<file path="src/rtl/dmp_cfg_writer_pkg.sv">
// Shared PMP / JITDomain configuration types, request kinds and writer FSM states.
// Field layouts follow the riscv package so checker instances see identical encodings.
package dmp_cfg_writer_pkg;

    typedef enum logic [1:0] {
        PRIV_LVL_U = 2'b00,
        PRIV_LVL_S = 2'b01,
        PRIV_LVL_M = 2'b11
    } priv_lvl_t;

    typedef enum logic [1:0] {
        OFF   = 2'b00,
        TOR   = 2'b01,
        NA4   = 2'b10,
        NAPOT = 2'b11
    } pmp_addr_mode_t;

    typedef struct packed {
        logic x;
        logic w;
        logic r;
    } pmpcfg_access_t;

    typedef struct packed {
        logic           locked;
        logic [1:0]     reserved;
        pmp_addr_mode_t addr_mode;
        pmpcfg_access_t access_type;
    } pmpcfg_t;

    typedef logic [1:0] dmp_domain_t;

    localparam dmp_domain_t DOMI = 2'd0;

    typedef struct packed {
        logic        locked;
        logic [4:0]  reserved;
        dmp_domain_t domain;
    } dmpcfg_t;

    typedef enum logic [1:0] {
        DMP_REQ_PMPCFG  = 2'd0,
        DMP_REQ_DMPCFG  = 2'd1,
        DMP_REQ_PMPADDR = 2'd2,
        DMP_REQ_DOMSW   = 2'd3
    } dmp_req_kind_t;

    typedef enum logic [1:0] {
        S_IDLE  = 2'd0,
        S_CHECK = 2'd1,
        S_FLUSH = 2'd2,
        S_RESP  = 2'd3
    } dmp_state_t;

    localparam int unsigned PMPCFG_W = $bits(pmpcfg_t);
    localparam int unsigned DMPCFG_W = $bits(dmpcfg_t);
    localparam int unsigned DOM_W    = $bits(dmp_domain_t);

endpackage

</file>
<file path="src/rtl/dmp_lock_check.sv">
// Combinational legality and no-op detection for one captured configuration request.
module dmp_lock_check
    import dmp_cfg_writer_pkg::*;
#(
    parameter int unsigned PMP_LEN    = 32,
    parameter int unsigned NR_ENTRIES = 4
) (
    input  dmp_req_kind_t               i_kind,
    input  logic [3:0]                  i_idx,
    input  logic [PMP_LEN-1:0]          i_data,
    input  priv_lvl_t                   i_priv,
    input  pmpcfg_t [15:0]              i_pmpconf,
    input  dmpcfg_t [15:0]              i_dmpconf,
    input  logic [15:0][PMP_LEN-1:0]    i_conf_addr,
    input  dmp_domain_t                 i_curdom,
    output logic                        o_legal,
    output logic                        o_unchanged
);

    localparam logic [4:0] NR_E = 5'(NR_ENTRIES);

    logic [4:0]  w_idx_nxt;
    logic        w_idx_oor;
    logic        w_locked;
    logic        w_tor_locked;
    pmpcfg_t     w_new_pmp;
    dmpcfg_t     w_new_dmp;
    dmp_domain_t w_new_dom;

    always_comb begin
        w_idx_nxt    = {1'b0, i_idx} + 5'd1;
        w_idx_oor    = ({1'b0, i_idx} >= NR_E);
        w_locked     = i_pmpconf[i_idx].locked & i_dmpconf[i_idx].locked;
        // A locked TOR entry also freezes the address below it, which forms its lower bound.
        w_tor_locked = (w_idx_nxt < NR_E)
                     && i_pmpconf[w_idx_nxt[3:0]].locked
                     && i_dmpconf[w_idx_nxt[3:0]].locked
                     && (i_pmpconf[w_idx_nxt[3:0]].addr_mode == TOR);
        w_new_pmp    = pmpcfg_t'(i_data[PMPCFG_W-1:0]);
        w_new_dmp    = dmpcfg_t'(i_data[DMPCFG_W-1:0]);
        w_new_dom    = dmp_domain_t'(i_data[DOM_W-1:0]);

        o_legal      = (i_priv == PRIV_LVL_M);
        o_unchanged  = 1'b0;
        case (i_kind)
            DMP_REQ_PMPCFG: begin
                if (w_idx_oor || w_locked ||
                    (!w_new_pmp.access_type.r && w_new_pmp.access_type.w))
                    o_legal = 1'b0;
                o_unchanged = (w_new_pmp == i_pmpconf[i_idx]);
            end
            DMP_REQ_DMPCFG: begin
                if (w_idx_oor || w_locked)
                    o_legal = 1'b0;
                o_unchanged = (w_new_dmp == i_dmpconf[i_idx]);
            end
            DMP_REQ_PMPADDR: begin
                if (w_idx_oor || w_locked || w_tor_locked)
                    o_legal = 1'b0;
                o_unchanged = (i_data == i_conf_addr[i_idx]);
            end
            default: begin
                o_unchanged = (w_new_dom == i_curdom);
            end
        endcase
    end

endmodule

</file>
<file path="src/rtl/dmp_cfg_writer.sv">
// Write-side owner of PMP/DMP configuration: accepts one request at a time,
// enforces lock rules, commits changes and holds a flush handshake until acknowledged.
module dmp_cfg_writer
    import dmp_cfg_writer_pkg::*;
#(
    parameter int unsigned PMP_LEN    = 32,
    parameter int unsigned NR_ENTRIES = 4
) (
    input  logic                        clk_i,
    input  logic                        rst_i,
    input  priv_lvl_t                   priv_lvl_i,
    input  logic                        req_valid_i,
    output logic                        req_ready_o,
    input  dmp_req_kind_t               req_kind_i,
    input  logic [3:0]                  req_idx_i,
    input  logic [PMP_LEN-1:0]          req_data_i,
    output logic                        rsp_valid_o,
    output logic                        rsp_err_o,
    output logic                        flush_req_o,
    input  logic                        flush_ack_i,
    output pmpcfg_t [15:0]              pmpconf_o,
    output dmpcfg_t [15:0]              dmpconf_o,
    output logic [15:0][PMP_LEN-1:0]    conf_addr_o,
    output dmp_domain_t                 curdom_o
);

    dmp_state_t               r_state;
    dmp_state_t               w_state_nxt;
    dmp_req_kind_t            r_kind;
    logic [3:0]               r_idx;
    logic [PMP_LEN-1:0]       r_data;
    priv_lvl_t                r_priv;
    logic                     r_err;
    pmpcfg_t [15:0]           r_pmpconf;
    dmpcfg_t [15:0]           r_dmpconf;
    logic [15:0][PMP_LEN-1:0] r_conf_addr;
    dmp_domain_t              r_curdom;

    logic w_legal;
    logic w_unchanged;
    logic w_accept;
    logic w_commit;
    logic w_ready;
    logic w_rsp_valid;
    logic w_flush;

    dmp_lock_check #(
        .PMP_LEN    (PMP_LEN),
        .NR_ENTRIES (NR_ENTRIES)
    ) u_lock_check (
        .i_kind      (r_kind),
        .i_idx       (r_idx),
        .i_data      (r_data),
        .i_priv      (r_priv),
        .i_pmpconf   (r_pmpconf),
        .i_dmpconf   (r_dmpconf),
        .i_conf_addr (r_conf_addr),
        .i_curdom    (r_curdom),
        .o_legal     (w_legal),
        .o_unchanged (w_unchanged)
    );

    always_comb begin
        w_state_nxt = r_state;
        w_ready     = 1'b0;
        w_rsp_valid = 1'b0;
        w_flush     = 1'b0;
        w_commit    = 1'b0;
        w_accept    = 1'b0;
        case (r_state)
            S_IDLE: begin
                w_ready  = 1'b1;
                w_accept = req_valid_i;
                if (req_valid_i)
                    w_state_nxt = S_CHECK;
            end
            S_CHECK: begin
                w_commit    = w_legal && !w_unchanged;
                w_state_nxt = w_commit ? S_FLUSH : S_RESP;
            end
            S_FLUSH: begin
                w_flush = 1'b1;
                if (flush_ack_i)
                    w_state_nxt = S_RESP;
            end
            default: begin
                w_rsp_valid = 1'b1;
                w_state_nxt = S_IDLE;
            end
        endcase
    end

    always_ff @(posedge clk_i) begin
        if (rst_i) begin
            r_state     <= S_IDLE;
            r_err       <= 1'b0;
            r_pmpconf   <= '0;
            r_dmpconf   <= '0;
            r_conf_addr <= '0;
            r_curdom    <= DOMI;
        end else begin
            r_state <= w_state_nxt;
            if (r_state == S_CHECK)
                r_err <= !w_legal;
            if (w_commit) begin
                case (r_kind)
                    DMP_REQ_PMPCFG:  r_pmpconf[r_idx]   <= pmpcfg_t'(r_data[PMPCFG_W-1:0]);
                    DMP_REQ_DMPCFG:  r_dmpconf[r_idx]   <= dmpcfg_t'(r_data[DMPCFG_W-1:0]);
                    DMP_REQ_PMPADDR: r_conf_addr[r_idx] <= r_data;
                    default:         r_curdom           <= dmp_domain_t'(r_data[DOM_W-1:0]);
                endcase
            end
        end
    end

    // Captured request is only meaningful once the FSM leaves IDLE, so it needs no reset.
    always_ff @(posedge clk_i) begin
        if (w_accept) begin
            r_kind <= req_kind_i;
            r_idx  <= req_idx_i;
            r_data <= req_data_i;
            r_priv <= priv_lvl_i;
        end
    end

    assign req_ready_o = w_ready;
    assign rsp_valid_o = w_rsp_valid;
    assign rsp_err_o   = w_rsp_valid & r_err;
    assign flush_req_o = w_flush;
    assign pmpconf_o   = r_pmpconf;
    assign dmpconf_o   = r_dmpconf;
    assign conf_addr_o = r_conf_addr;
    assign curdom_o    = r_curdom;

endmodule

</file>
<file path="config.mk">
export PLATFORM = sky130hd
export DESIGN_NAME = dmp_cfg_writer
export DESIGN_NICKNAME = d
export VERILOG_FILES = /design/src/rtl/dmp_cfg_writer_pkg.sv /design/src/rtl/dmp_lock_check.sv /design/src/rtl/dmp_cfg_writer.sv
export SDC_FILE = /design/constraint.sdc
export NUM_CORES = 1
export LEC_CHECK = 0
export ABC_AREA = 1
export BUFFER_PORTS_ARGS = -buffer_cell sky130_fd_sc_hd__buf_4
export CAP_MARGIN = 20
export CORE_AREA = 2 2 314 316
export CTS_BUF_LIST = sky130_fd_sc_hd__clkbuf_8
export DETAILED_ROUTE_END_ITERATION = 7
export DIE_AREA = 0 0 316 318
export PLACE_DENSITY = 0.53
export SYNTH_ARGS = -nofsm -noshare
export SYNTH_HDL_FRONTEND = slang
export SYNTH_SLANG_ARGS = --single-unit
</file>
<file path="constraint.sdc">
create_clock -name clk_i -period 8.6 [get_ports clk_i]
set_clock_uncertainty 0.15 [all_clocks]
set_input_delay 0.43 -clock clk_i [delete_from_list [all_inputs] [get_ports clk_i]]
set_output_delay 0.43 -clock clk_i [all_outputs]
set_load 0.05 [all_outputs]
</file>
Word level (Yosys, flattened, before mapping)
Index checks and enable logic that the tools add are counted.
Cells by class
  add/sub/neg operators: 1
  order comparisons: 5
  eq/ne operators: 12
  mux-type cells: 31
  bitwise operators: 3
  reduce and logical (&&, ||, !) cells: 21
Operators by type and width (count)
  $bwmux 512: 1
  $bwmux 128: 2
  $bmux 32 s4: 1
  $bmux 8 s4: 4
  $demux 32 s4: 1
  $mux 32: 2
  $mux 8: 5
  $demux 8 s4: 1
  $eq 32x32->1: 1
  $eq 8x8->1: 2
  $lt 4x5->1 const B: 2
  $reduce_and 2->1: 5
  $mux 1: 9
  $eq 2x1->1 const B: 3
  $eq 2x2->1 const B: 3
  $logic_and 1x1->1: 6
  $pmux 1 s3: 2
  $pmux 2 s3: 1
  $reduce_or 3->1: 2
  $add 4x1->5 const B: 1
  $lt 5x3->1 const B: 1
  $ge 4x1->1 const B: 1
  $ge 4x3->1 const B: 1
  $logic_not 2->1: 2
  7 further kinds: 14
Storage, ports and cells
  register bits: 813
  word-level logic and storage cells: 240

Logic depth before layout (Yosys ltp)
  depth after elaboration: 12
  depth in mapped cells: 26

Modules after synthesis
From an unflattened synthesis, not the netlist that was laid out.
Second synthesis, totals
  cell total of the unflattened synthesis: 6668
  area total of the unflattened synthesis: 42256.8 µm²
By module, submodules not included
  dmp_cfg_writer: instances 1, cells an instance 4472, area an instance 32817.7 µm², sequential area each 16676.0 µm²
  dmp_lock_check: instances 1, cells an instance 2196, area an instance 9439.1 µm², sequential area each 0.0 µm²

Least setup slack after synthesis
OpenSTA, ideal clock, no wires.
  path kind: reg2reg
  start: register r_idx[0]
  end: register r_conf_addr, in the netlist conf_addr_o[1]
  library setup time: 113 ps
  arrival: 2891 ps
  required time: 8337 ps
  setup slack: 5446 ps
  stages on the path, launching flop included: 24
  buffers on the path: 5
  period minus slack after synthesis: 3154 ps
  cells stage by stage: edfxtp_1 > buf_6 > inv_4 > buf_2 > buf_2 > ha_1 > inv_1 > o21ai_1 > a31oi_1 > nor2_1 > o21ai_1 > nand2_1 > nand2_1 > nand2_1 > nand2_1 > nand2_1 > nor2_2 > nand2_2 > nor2_4 > buf_8 > nand4_4 > buf_2 > nor2_1 > nor2_1
On the way
  longest elaborated chain between the ends: 12
  elaborated cells between the ends (all ways): 39
RTL lines
  from (decl): RTL line dmp_cfg_writer.sv:30  | logic [3:0] r_idx;
  from (signal assigned): RTL line dmp_cfg_writer.sv:120  | r_idx <= req_idx_i;
  $add 4x1->5: RTL line dmp_lock_check.sv:31  | w_idx_nxt = {1'b0, i_idx} + 5'd1;
  $bmux 8 s4: RTL line dmp_lock_check.sv:36, dmp_lock_check.sv:38
  $mux 8 (not written as such): RTL line dmp_lock_check.sv:38  | && (i_pmpconf[w_idx_nxt[3:0]].addr_mode == TOR);
  $logic_and 1x1->1: RTL line dmp_lock_check.sv:36  | && i_pmpconf[w_idx_nxt[3:0]].locked
  $logic_and 1x1->1: RTL line dmp_lock_check.sv:37  | && i_dmpconf[w_idx_nxt[3:0]].locked
  $logic_and 1x1->1: RTL line dmp_lock_check.sv:38
  $logic_or 1x1->1: RTL line dmp_lock_check.sv:58  | if (w_idx_oor || w_locked || w_tor_locked)
  $mux 1: RTL line dmp_lock_check.sv:58
  $pmux 1 s3: RTL line dmp_lock_check.sv:45  | case (i_kind)
  $logic_and 1x1->1: RTL line dmp_cfg_writer.sv:78  | w_commit = w_legal && !w_unchanged;
  $mux 1: RTL line dmp_cfg_writer.sv:70  | case (r_state)
  $reduce_and 2->1 (no source line)
  to (signal, indexed assignment): RTL line dmp_cfg_writer.sv:109  | DMP_REQ_PMPADDR: r_conf_addr[r_idx] <= r_data;
  to (decl): RTL line dmp_cfg_writer.sv:36  | logic [15:0][PMP_LEN-1:0] r_conf_addr;
Parallel ways exist; a longest one is shown, timed or not. The select of a mux whose other input is x is not followed.
A chain may end at the register's enable or synchronous reset.

Worst setup path after layout
  start: register r_idx[0]
  end: register r_conf_addr, in the netlist conf_addr_o[111]
The elaborated chain is that of the path after synthesis.

==> results.md <==
- Status: completed
- CORE AREA: 0.0974 sq mm
- Post-Synthesis Cells: roughly 5000
- DP HPWL: 102000 um
- Syn nets: 5036
- Setup violators final: 0
- CTS Sinks: 813
- Worst hold start: req_data_i[12]
- Synth Register Bits: 813
- Die Y: 318 um
- # H-tree levels: 4
- R2R cell count: 19
- Clock Tree Root: clkbuf_8
- Synth top cells by count: nand2_1 (1380), nor2_1 (1054), inv_1 (814), dfxtp_1 (773), nand3_1 (246)
- Worst Path Required: 9160 ps
- Post-synth cell types: 35
- Count leader, synth: nand2_1
- Syn_area_per_cell: 6.79 sq um
- Post_cts resized: 0
- Post-DRT Antenna Nets: 0
- Filler instances: 10300
- Largest net degree at the start of global routing: 187
- Routed length per instance: 20.0 um
- Post-synth EDFFs: 40
- Final TNS setup: 0 ps
- Drt pass-1 iters: 6
- Slew margin rel.: between 20% and 30%
- Yosys top cell by area: dfxtp_1
- GRT Overall Usage: 27.5%
- Vias in the first global route: approximately 30000
- Ys Warns: 0
- Longest Clk Path Bufs: 3
- RSZ-0062 raised after global routing: false
- Antenna violations before repair: 4
- I/O pin count: roughly 820
- Async set-reset flop share out of synthesis: 0%
- Synth Flop Type: dfxtp_1
- Critical Path AT: ~6000 ps
- Number of buffers created by CTS: 146
- First-pass GRT wire length: 204000 um
- DR DRC count: 0
- FF-to-FF End: conf_addr_o[111]$_SDFFE_PP0P_
- Die ar.: 0.100 sq mm
- Placed insts: about 7000
- Tmin final: roughly 5400 ps
- Gr ovfl total: 0
- CP max FO: 123
- Top cell type's share of synthesized area: 45.7%
- Crit end category: flip-flop
- Worst Tran Pin Value: 1180 ps
- Routability cong.: between 0.8 and 0.9
- Min-delay worst type: primary input to flip-flop
- Area delta synth->final: 29.9%
- Worst reg2reg path startpoint: r_idx[0]$_DFFE_PP_
- Final period util: 63.3%
- Clk Latency, worst-skew pair: 850 ps
- Layout cells sized above 1: 18.3%
- Final Slew Violations: 0
- Area contributors post-synth: dfxtp_1 (46%), nand2_1 (15%), nor2_1 (12%)
- Post CTS Setup Buffer Count: 0
- Clock slew at reported path FFs: about 60 ps
- Hold EP: r_data[12]$_DFFE_PP_
- Post-cts hold buffer count: 43
- Final wirelength: 143000 um
- Vias post-DR: 32800
- Max-cap viol count: 0
- Vias per inst: 4.59
- CTS tree: done
- Setup Crit Path Kind: flip-flop to flip-flop
- R2R Setup Slk: 3160 ps
- Startpoint types: flip-flop
- Worst Hold Depth: 2
- Site Rows: 115
- Non-Filler Instances: 7139
- Seq/Total Area, Yosys: 49.3%
- Die Wd: 316 um
- Port Buffers: 817
- NumNets Final: 5797
- Mapped Area: 0.0339 sq mm
- Final hold vios: 0
- Initial Util: 34.8%
- Leak: 0.0225 uW
- Worst IR Drop VDD: around 0.00025 V
- Power density over the cells: 219 mW/mm^2
- CP Launch Point: r_idx[0]$_DFFE_PP_
- Highest clock rate: 184 MHz
- DRT iter0 DRCs: 2756
-- through the flow --
stage / power, uW / utilization (%) / hold WS, ps / cell area, sq um / setup slack, ps
finish: 9610 / 45.2 / 162 / 44000 / 3160
global placement: 6090 / 41.7 / 272 / 40600 / 3220
CTS: 9710 / 45.1 / 78.9 / 43900 / 3070
floorplan: 5340 / - / 317 / 33900 / 5450
global route: 10100 / 45.2 / 107 / 44000 / 2800
detailed placement: 6090 / 41.7 / 277 / 40600 / 3100
-- area by class of cell --
| class | count | area, sq um | area share [%] |
|---|---|---|---|
| clock buffer | 181 | 2490 | 5.66 |
| timing repair buffer | 891 | 6940 | 15.8 |
| sequential | 813 | 16700 | 37.9 |
| antenna | 2 | 5.00 | 0.0114 |
| inverter | 818 | 3100 | 7.04 |
| tap | 1287 | 1610 | 3.66 |
| multi-input combinational | 3074 | 12800 | 29.1 |
| clock inverter | 73 | 355 | 0.808 |
-- state kept, by name, summed over array words and instances (netlist names) --
| register | cells |
|---|---|
| r_kind | 2 |
| r_priv | 2 |
| r_idx | 4 |
| curdom_o | 2 |
| r_err | 1 |
| dmpconf_o | 128 |
| pmpconf_o | 128 |
| r_data | 32 |
| r_state | 2 |
| conf_addr_o | 512 |
-- cells in the final DEF (no fill, tap or decap), types with 4 or more instances in the layout --
cell           count
clkinv_2           6
o21bai_1          13
dlygate4sd3_1     43
o211ai_1          49
nor2_4             4
nand3_1          246
a21oi_1          136
inv_1            870
o21ai_1           42
nor2_1          1051
nand4_4           12
dfxtp_1          773
edfxtp_1          40
buf_12             8
o21ai_0          115
inv_6              5
ha_1               9
nand2_1         1380
clkbuf_8         181
nand4_1            5
buf_4            837
-- worst max path at each step --
stage,cells after the start,slack (ps),end
CTS,20,3070,conf_addr_o[42]$_SDFFE_PP0P_
global route,19,2800,conf_addr_o[115]$_SDFFE_PP0P_
floorplan,23,5450,conf_addr_o[1]$_SDFFE_PP0P_
finish,19,3160,conf_addr_o[111]$_SDFFE_PP0P_
detailed placement,20,3100,conf_addr_o[42]$_SDFFE_PP0P_
global placement,18,3220,conf_addr_o[63]$_SDFFE_PP0P_
-- power by group --
group	internal, uW	leakage [uW]	switching, uW	total [uW]
Combinational	520	0.0142	1510	2030
Sequential	3870	0.00660	129	4000
Clock	1920	0.00168	1670	3590
Total	6300	0.0225	3310	9610
-- logic make-up after synthesis --
group           count (synthesis)  synth area share, %
compound gates                359                 5.79
xor+xnor                        2               0.0517
fa+ha+maj                       9                0.333
buf+inv                      1096                 13.0
flops                         813                 49.3
simple gates                 2704                 31.5
-- routing by layer --
| metal | routed length, um | vias to the layer above | GRT usage (%) |
|---|---|---|---|
| li1 | - | 16300 | - |
| met2 | 67900 | 1095 | 46.0 |
| met1 | 61200 | 15200 | 35.2 |
| met3 | 9850 | 198 | 6.12 |
| met5 | 0 | - | 0 |
| met4 | 4150 | 0 | 8.31 |
-- worst max-delay path, stage by stage (launching register included) --
cell and delay, ps:
edfxtp_1 510, buf_12 420, buf_4 750, nand2_1 130, nand3_1 110, a21oi_1 80
nor2_1 320, nand2_1 120, nand2_1 90, nand2_1 50, nand2_1 70, nor2_1 40
nand2_1 60, nor2_1 40, nand2_1 120, nand2_2 90, nor2_4 550, nand4_4 920
nor2_1 340, nor2_1 70
Power figures use the tool's default switching activity.
